**config.mk**
```make
export PLATFORM = sky130hd
export DESIGN_NAME = lsu_arbiter
export DESIGN_NICKNAME = d
export VERILOG_FILES = /design/src/rtl/allocator_pkg.sv /design/src/rtl/rr_arbiter.sv /design/src/rtl/lsu_arbiter.sv
export SDC_FILE = /design/constraint.sdc
export NUM_CORES = 1
export LEC_CHECK = 0
export CAP_MARGIN = 40
export CORE_AREA = 2 2 122 124
export DETAILED_ROUTE_END_ITERATION = 6
export DIE_AREA = 0 0 124 126
export SYNTH_ARGS = -nofsm -noshare
export SYNTH_HDL_FRONTEND = slang
export SYNTH_HIERARCHICAL = 1
export SYNTH_SLANG_ARGS = --single-unit
export TNS_END_PERCENT = 20
```
**constraint.sdc**
```tcl
create_clock -name clk_i -period 4.3 [get_ports clk_i]
set_input_delay 0.645 -clock clk_i [delete_from_list [all_inputs] [get_ports clk_i]]
set_output_delay 0.645 -clock clk_i [all_outputs]
set_load 0.005 [all_outputs]
```
**src/rtl/allocator_pkg.sv**
```systemverilog
// Shared types for the allocator cores and the LSU sharing logic:
// request/response headers, LSU opcodes and the arbiter state encoding.
package allocator_pkg;

  localparam int unsigned HDR_ADDR_W = 32;
  localparam int unsigned HDR_SIZE_W = 16;

  typedef enum logic [2:0] {
    LOCK   = 3'd0,
    UNLOCK = 3'd1,
    LOAD   = 3'd2,
    INSERT = 3'd3,
    DELETE = 3'd4
  } req_lsu_op_e;

  typedef enum logic [2:0] {
    IDLE,
    WAIT_LOCK_RSP,
    OWNED,
    WAIT_OP_RSP,
    WAIT_UNLOCK_RSP
  } lsu_arb_state_e;

  typedef struct packed {
    logic [HDR_SIZE_W-1:0] size;
    logic [HDR_ADDR_W-1:0] addr;
  } header_data_t;

  typedef struct packed {
    header_data_t header_data;
    req_lsu_op_e  lsu_op;
    logic         val;
  } header_data_req_t;

  typedef struct packed {
    header_data_t header_data;
    logic         val;
  } header_data_rsp_t;

  function automatic logic is_lock(input header_data_req_t r);
    return r.val && (r.lsu_op == LOCK);
  endfunction

endpackage

```
**src/rtl/rr_arbiter.sv**
```systemverilog
// Round-robin picker: first asserted request at or after ptr_i, wrapping.
module rr_arbiter #(
  parameter int unsigned N = 2,
  localparam int unsigned IW = (N > 1) ? $clog2(N) : 1
) (
  input  logic [N-1:0]  req_i,
  input  logic [IW-1:0] ptr_i,
  output logic [N-1:0]  grant_o,
  output logic [IW-1:0] idx_o,
  output logic          valid_o
);

  int unsigned   cand;
  logic [IW-1:0] cand_idx;

  always_comb begin
    grant_o  = '0;
    idx_o    = '0;
    valid_o  = 1'b0;
    cand     = 0;
    cand_idx = '0;
    for (int unsigned k = 0; k < N; k++) begin
      cand = 32'(ptr_i) + k;
      if (cand >= N) cand = cand - N;
      cand_idx = IW'(cand);
      if (!valid_o && req_i[cand_idx]) begin
        valid_o           = 1'b1;
        grant_o[cand_idx] = 1'b1;
        idx_o             = cand_idx;
      end
    end
  end

endmodule

```
**src/rtl/lsu_arbiter.sv**
```systemverilog
// Lock-based sharing of one LSU between NUM_REQ allocator cores: a core must
// win a LOCK before its LOAD/INSERT/DELETE/UNLOCK traffic reaches the LSU.
module lsu_arbiter
  import allocator_pkg::*;
#(
  parameter int unsigned NUM_REQ      = 2,
  parameter int unsigned LOCK_TIMEOUT = 1024,
  localparam int unsigned IW = $clog2(NUM_REQ)
) (
  input  logic             clk_i,
  input  logic             rst_i,
  input  header_data_req_t req_i [NUM_REQ],
  output logic [NUM_REQ-1:0] ready_o,
  output header_data_rsp_t rsp_o [NUM_REQ],
  output header_data_req_t req_to_lsu_o,
  input  logic             lsu_ready_i,
  input  header_data_rsp_t rsp_from_lsu_i,
  output logic [IW-1:0]    owner_o,
  output logic             busy_o,
  output logic             err_o,
  output logic             timeout_o
);

  localparam int unsigned CW = $clog2(LOCK_TIMEOUT + 1);

  lsu_arb_state_e state_q, state_d;
  logic [IW-1:0]  owner_q, owner_d;
  logic [IW-1:0]  rr_ptr_q, rr_ptr_d;
  logic [CW-1:0]  hold_q, hold_d;
  logic           err_q, err_d;
  logic           timeout_q, timeout_d;

  logic [NUM_REQ-1:0] lock_req;
  logic [NUM_REQ-1:0] rr_grant;
  logic [IW-1:0]      rr_idx;
  logic               rr_valid;
  logic               bad_idle;
  logic               spurious;
  logic               accept;
  header_data_req_t   own_req;

  always_comb begin
    lock_req = '0;
    bad_idle = 1'b0;
    for (int unsigned i = 0; i < NUM_REQ; i++) begin
      lock_req[i] = is_lock(req_i[i]);
      if (req_i[i].val && (req_i[i].lsu_op != LOCK)) bad_idle = 1'b1;
    end
  end

  rr_arbiter #(.N(NUM_REQ)) u_rr (
    .req_i   (lock_req),
    .ptr_i   (rr_ptr_q),
    .grant_o (rr_grant),
    .idx_o   (rr_idx),
    .valid_o (rr_valid)
  );

  assign own_req  = req_i[owner_q];
  // A response where none is outstanding wins the cycle: it is dropped and
  // no request is accepted alongside it.
  assign spurious = rsp_from_lsu_i.val && ((state_q == IDLE) || (state_q == OWNED));

  always_comb begin
    state_d      = state_q;
    owner_d      = owner_q;
    rr_ptr_d     = rr_ptr_q;
    err_d        = err_q;
    accept       = 1'b0;
    ready_o      = '0;
    req_to_lsu_o = '0;
    for (int unsigned i = 0; i < NUM_REQ; i++) rsp_o[i] = '0;

    if (spurious) err_d = 1'b1;

    case (state_q)
      IDLE: begin
        if (bad_idle) err_d = 1'b1;
        if (!spurious && rr_valid) begin
          req_to_lsu_o = req_i[rr_idx];
          ready_o      = rr_grant & {NUM_REQ{lsu_ready_i}};
          if (lsu_ready_i) begin
            accept  = 1'b1;
            owner_d = rr_idx;
            state_d = WAIT_LOCK_RSP;
          end
        end
      end
      OWNED: begin
        if (is_lock(own_req)) err_d = 1'b1;
        else if (!spurious && own_req.val) begin
          req_to_lsu_o     = own_req;
          ready_o[owner_q] = lsu_ready_i;
          if (lsu_ready_i)
            state_d = (own_req.lsu_op == UNLOCK) ? WAIT_UNLOCK_RSP : WAIT_OP_RSP;
        end
      end
      WAIT_LOCK_RSP, WAIT_OP_RSP: begin
        rsp_o[owner_q] = rsp_from_lsu_i;
        if (rsp_from_lsu_i.val) state_d = OWNED;
      end
      WAIT_UNLOCK_RSP: begin
        rsp_o[owner_q] = rsp_from_lsu_i;
        if (rsp_from_lsu_i.val) begin
          state_d  = IDLE;
          rr_ptr_d = (owner_q == IW'(NUM_REQ - 1)) ? '0 : owner_q + IW'(1);
        end
      end
      default: state_d = IDLE;
    endcase

    if (rst_i) begin
      ready_o      = '0;
      req_to_lsu_o = '0;
      for (int unsigned i = 0; i < NUM_REQ; i++) rsp_o[i] = '0;
    end
  end

  always_comb begin
    hold_d    = hold_q;
    timeout_d = 1'b0;
    if (state_q == IDLE) begin
      if (accept) hold_d = '0;
    end else begin
      if (hold_q != CW'(LOCK_TIMEOUT)) hold_d = hold_q + CW'(1);
      timeout_d = (hold_q == CW'(LOCK_TIMEOUT - 1));
    end
  end

  always_ff @(posedge clk_i) begin
    if (rst_i) begin
      state_q   <= IDLE;
      owner_q   <= '0;
      rr_ptr_q  <= '0;
      hold_q    <= '0;
      err_q     <= 1'b0;
      timeout_q <= 1'b0;
    end else begin
      state_q   <= state_d;
      owner_q   <= owner_d;
      rr_ptr_q  <= rr_ptr_d;
      hold_q    <= hold_d;
      err_q     <= err_d;
      timeout_q <= timeout_d;
    end
  end

  assign owner_o   = owner_q;
  assign busy_o    = (state_q != IDLE);
  assign err_o     = err_q;
  assign timeout_o = timeout_q;

endmodule

```
==> results.txt <==
Crit path DAT - 3.40 ns
Worst min-delay path startpoint - hold_q[8]
Setup crit start - req_i[2]
Slew of the pin with the lowest slew margin - 0.4854 ns
Top FF cell, synth - dfxtp_1
Yosys top cell area share - 25.75%
Sw frac - 36.39%
Initial core utilization - 16.98%
Worst Hold Depth - 2
Setup bufs post-CTS - 0
Wire length per cell - 19.87 um
Clock latency on the worst-skew pair - 0.25 ns
DR vias/cell - 4.558
# fillers - 1440
FMAX - 247.4 MHz
Area leader, netlist - and2_1
GRT overflow - 0
CP Launch Type - primary input
CTS tree - built
# hold bufs at CTS - 0
MaxCap Viol Count - 0
Library cells used by synthesis - 57
Buf/Inv on CP - 4
Clk buf depth - 2
Sequential share of power - 18.6%
Top delay family on crit path - buffers and inverters
Number of global-route vias before repair - 3494
Num CTS Buffers - 3
Fin. max-slew vios - 0
Fin crit share - 93.98%
Clk sinks - 18
Via Count - 3669
Synthesis-to-finish area growth - 141.5%
Port Buffers - 311
Post-route ant nets - 0
Crit-path cells - clkdlybuf4s50_1, nor3_2, nand2_2, inv_1, or2_1, nor2b_1, and2_2, a32oi_4, nor2_4, buf_12, a22o_1, clkdlybuf4s50_1
Comb power frac - 63.2%
Unrepaired setup endpoints after global routing - no
First-pass GRT wire length - 21960 um
R2R cell count - 6
Required time worst endpoint - 3.65 ns
Power share of the clock group - 18.2%
Slowest Stage Delay on Critical Path - 0.55 ns
Switching power - 419.0 uW
Sequential area share after synthesis - 14.83%
Routed Wire Length - 16000 um
Slack of the worst reg-to-reg path - 2.54 ns
Leakage Power - 0.002123 uW
Synth top cells by count - and2_1, a22o_1, dfxtp_1, nor2_1
Post-synth EDFFs - 0
Cell area after layout - 5868 um2
Hold Path Sink - hold_q[8]
Slowest stage cell, crit path - clkdlybuf4s50_1
DRC violations left - 0
Rows - 44
Most frequent CP cell - clkdlybuf4s50_1
Clk slew on worst S/H paths - 0.06 ns
Die X - 124 um
Initial antenna violation count - 0
Antenna Cells - 0
Ratio of cells with drive above 1 in the final layout - 6.763%
Synth Instances - 319
Placed instance area - 5773 um2
Detailed-router iteration count before antenna repair - 6
Dpl hpwl - 13410 um
I/O pins - 312
Multi-input combinational cell area - 1918 um2
Setup total negative slack - 0 ns
Core ar. - 14310 um2
R2R Path Start - state_q[2]
CTS resizes - 0
Cell Area, Synth - 2430 um2
FF+latch count, synth - 18
Largest net degree at the start of global routing - 51
Hold Path Class - reg2reg
Die Span Y - 126 um
Tot GR Track Use - 18.78%
Die footprint - 15620 um2
YS warnings - 6
Final nets - 780
Syn avg cell area - 7.617 um2
Endpoints failing setup - 0
Sequential cell area - 360.3 um2
Status - completed
H-tree Lvls - 1
Most frequent cell after synthesis - and2_1
Post-synth ARST share - 0%
RePlAce Congestion - 0.8874
Maximum vdd drop - 0.1779 mV
Crit-path max FO - 50
Area contributors post-synth - and2_1, a22o_1, dfxtp_1
Final total power - 1152 uW
R2R Path End - hold_q[8]
Syn nets - 477
Slew headroom - 67.60%
Crit Path Class - in2out
Power Density - 196.2 nW/um2
Endpoints failing hold - 0
1st-iter DRT viols - 153
Clock skew - 0.001071 ns
CTS root buffer - clkbuf_16
Fin crit period - 4.041 ns
Cell Int Power - 732.5 uW
Worst Setup End Kind - primary output
[power groups by stage]
stage / logic [uW] / clock network [uW] / registers, uW
final: 727 / 210 / 214
after global routing: 781 / 218 / 218
after CTS: 727 / 210 / 213
after detailed placement: 719 / 0 / 216
after global placement: 717 / 0 / 216
after floorplan: 292 / 0 / 203
[routing by layer]
layer	wire length (um)	global-route usage [%]
met2	7002	28.89
met4	67	0.9914
met5	0	0
met3	2200	10.10
met1	6726	24.42
[per-stage QoR]
stage	worst slack [ns]	hold slack (ns)	utilization (%)	instances
floorplan	1.491	0.4514	-	319
global placement	0.1888	0.4836	40.33	801
detailed placement	0.1450	0.4957	40.33	801
CTS	0.1176	0.5081	40.95	805
global route	0.04121	0.5394	41.00	805
finish	0.2587	0.5077	41.00	805
[final cells by class]
cell class | count | share of cell area (%)
Timing Repair Buffer | 324 | 55.35
Inverter | 6 | 0.3838
Clock buffer | 4 | 1.514
Multi-Input combinational cell | 269 | 32.69
Tap cell | 184 | 3.923
Sequential cell | 18 | 6.141
[tightest hold or removal path, cell delays in order, from the launching register on]
cell and delay [ns]:
dfxtp_1 0.32, o21ai_0 0.07, a21oi_1 0.06
[flip-flops by register name (all words and copies together) (netlist names)]
signal,cells
owner_o,1
state_q,3
timeout_o,1
err_o,1
hold_q,11
rr_ptr_q,1
[logic make-up (layout without fill, tap and decap cells)]
| group | after synthesis | after routing | share of synthesized area, % |
|---|---|---|---|
| AO/OA/AOI/OAI | 91 | 91 | 30.59 |
| XOR/XNOR | 4 | 4 | 1.442 |
| adder cells (fa/ha/maj) | 2 | 2 | 1.030 |
| buffers and inverters | 32 | 334 | 7.209 |
| flip-flops | 18 | 18 | 14.83 |
| multiplexers | 5 | 5 | 2.266 |
| AND/OR/NAND/NOR | 167 | 167 | 42.64 |
[layout by cell type, fill, tap and decap left out, types with 2 or more instances in the layout]
| master | Yosys | layout |
|---|---|---|
| a21boi_1 | 3 | 3 |
| nor4_1 | 2 | 2 |
| mux2_2 | 3 | 3 |
| nor2_4 | 1 | 2 |
| a22oi_1 | 3 | 3 |
| and2_2 | 1 | 2 |
| nand3_1 | 4 | 4 |
| and2_1 | 100 | 99 |
| or3_1 | 3 | 3 |
| inv_1 | 5 | 5 |
| nor3_4 | 1 | 2 |
| dfxtp_1 | 18 | 18 |
| nor2_1 | 15 | 15 |
| clkbuf_16 | 0 | 3 |
| o21ai_0 | 5 | 5 |
| a311oi_1 | 3 | 3 |
| clkdlybuf4s50_1 | 0 | 311 |
| and3_1 | 4 | 4 |
| nor4b_1 | 2 | 2 |
| buf_4 | 1 | 10 |
| nand2b_1 | 3 | 3 |
| a21oi_1 | 10 | 10 |
| xor2_1 | 4 | 4 |
| nand4_1 | 4 | 4 |
| nand2_1 | 10 | 10 |
| nor2b_1 | 3 | 3 |
| a22o_1 | 50 | 50 |
| a31oi_1 | 6 | 6 |
| ha_1 | 2 | 2 |
| buf_12 | 0 | 3 |
[worst max-delay path by stage]
stage / end / slack (ns) / depth (start not counted)
global placement: req_to_lsu_o[1] / 0.19 / 12
CTS: req_to_lsu_o[1] / 0.12 / 12
global route: req_to_lsu_o[43] / 0.04 / 12
detailed placement: req_to_lsu_o[1] / 0.14 / 12
finish: req_to_lsu_o[1] / 0.26 / 12
floorplan: req_to_lsu_o[10] / 1.49 / 9
No activity file was read; power rests on OpenSTA's default activity.
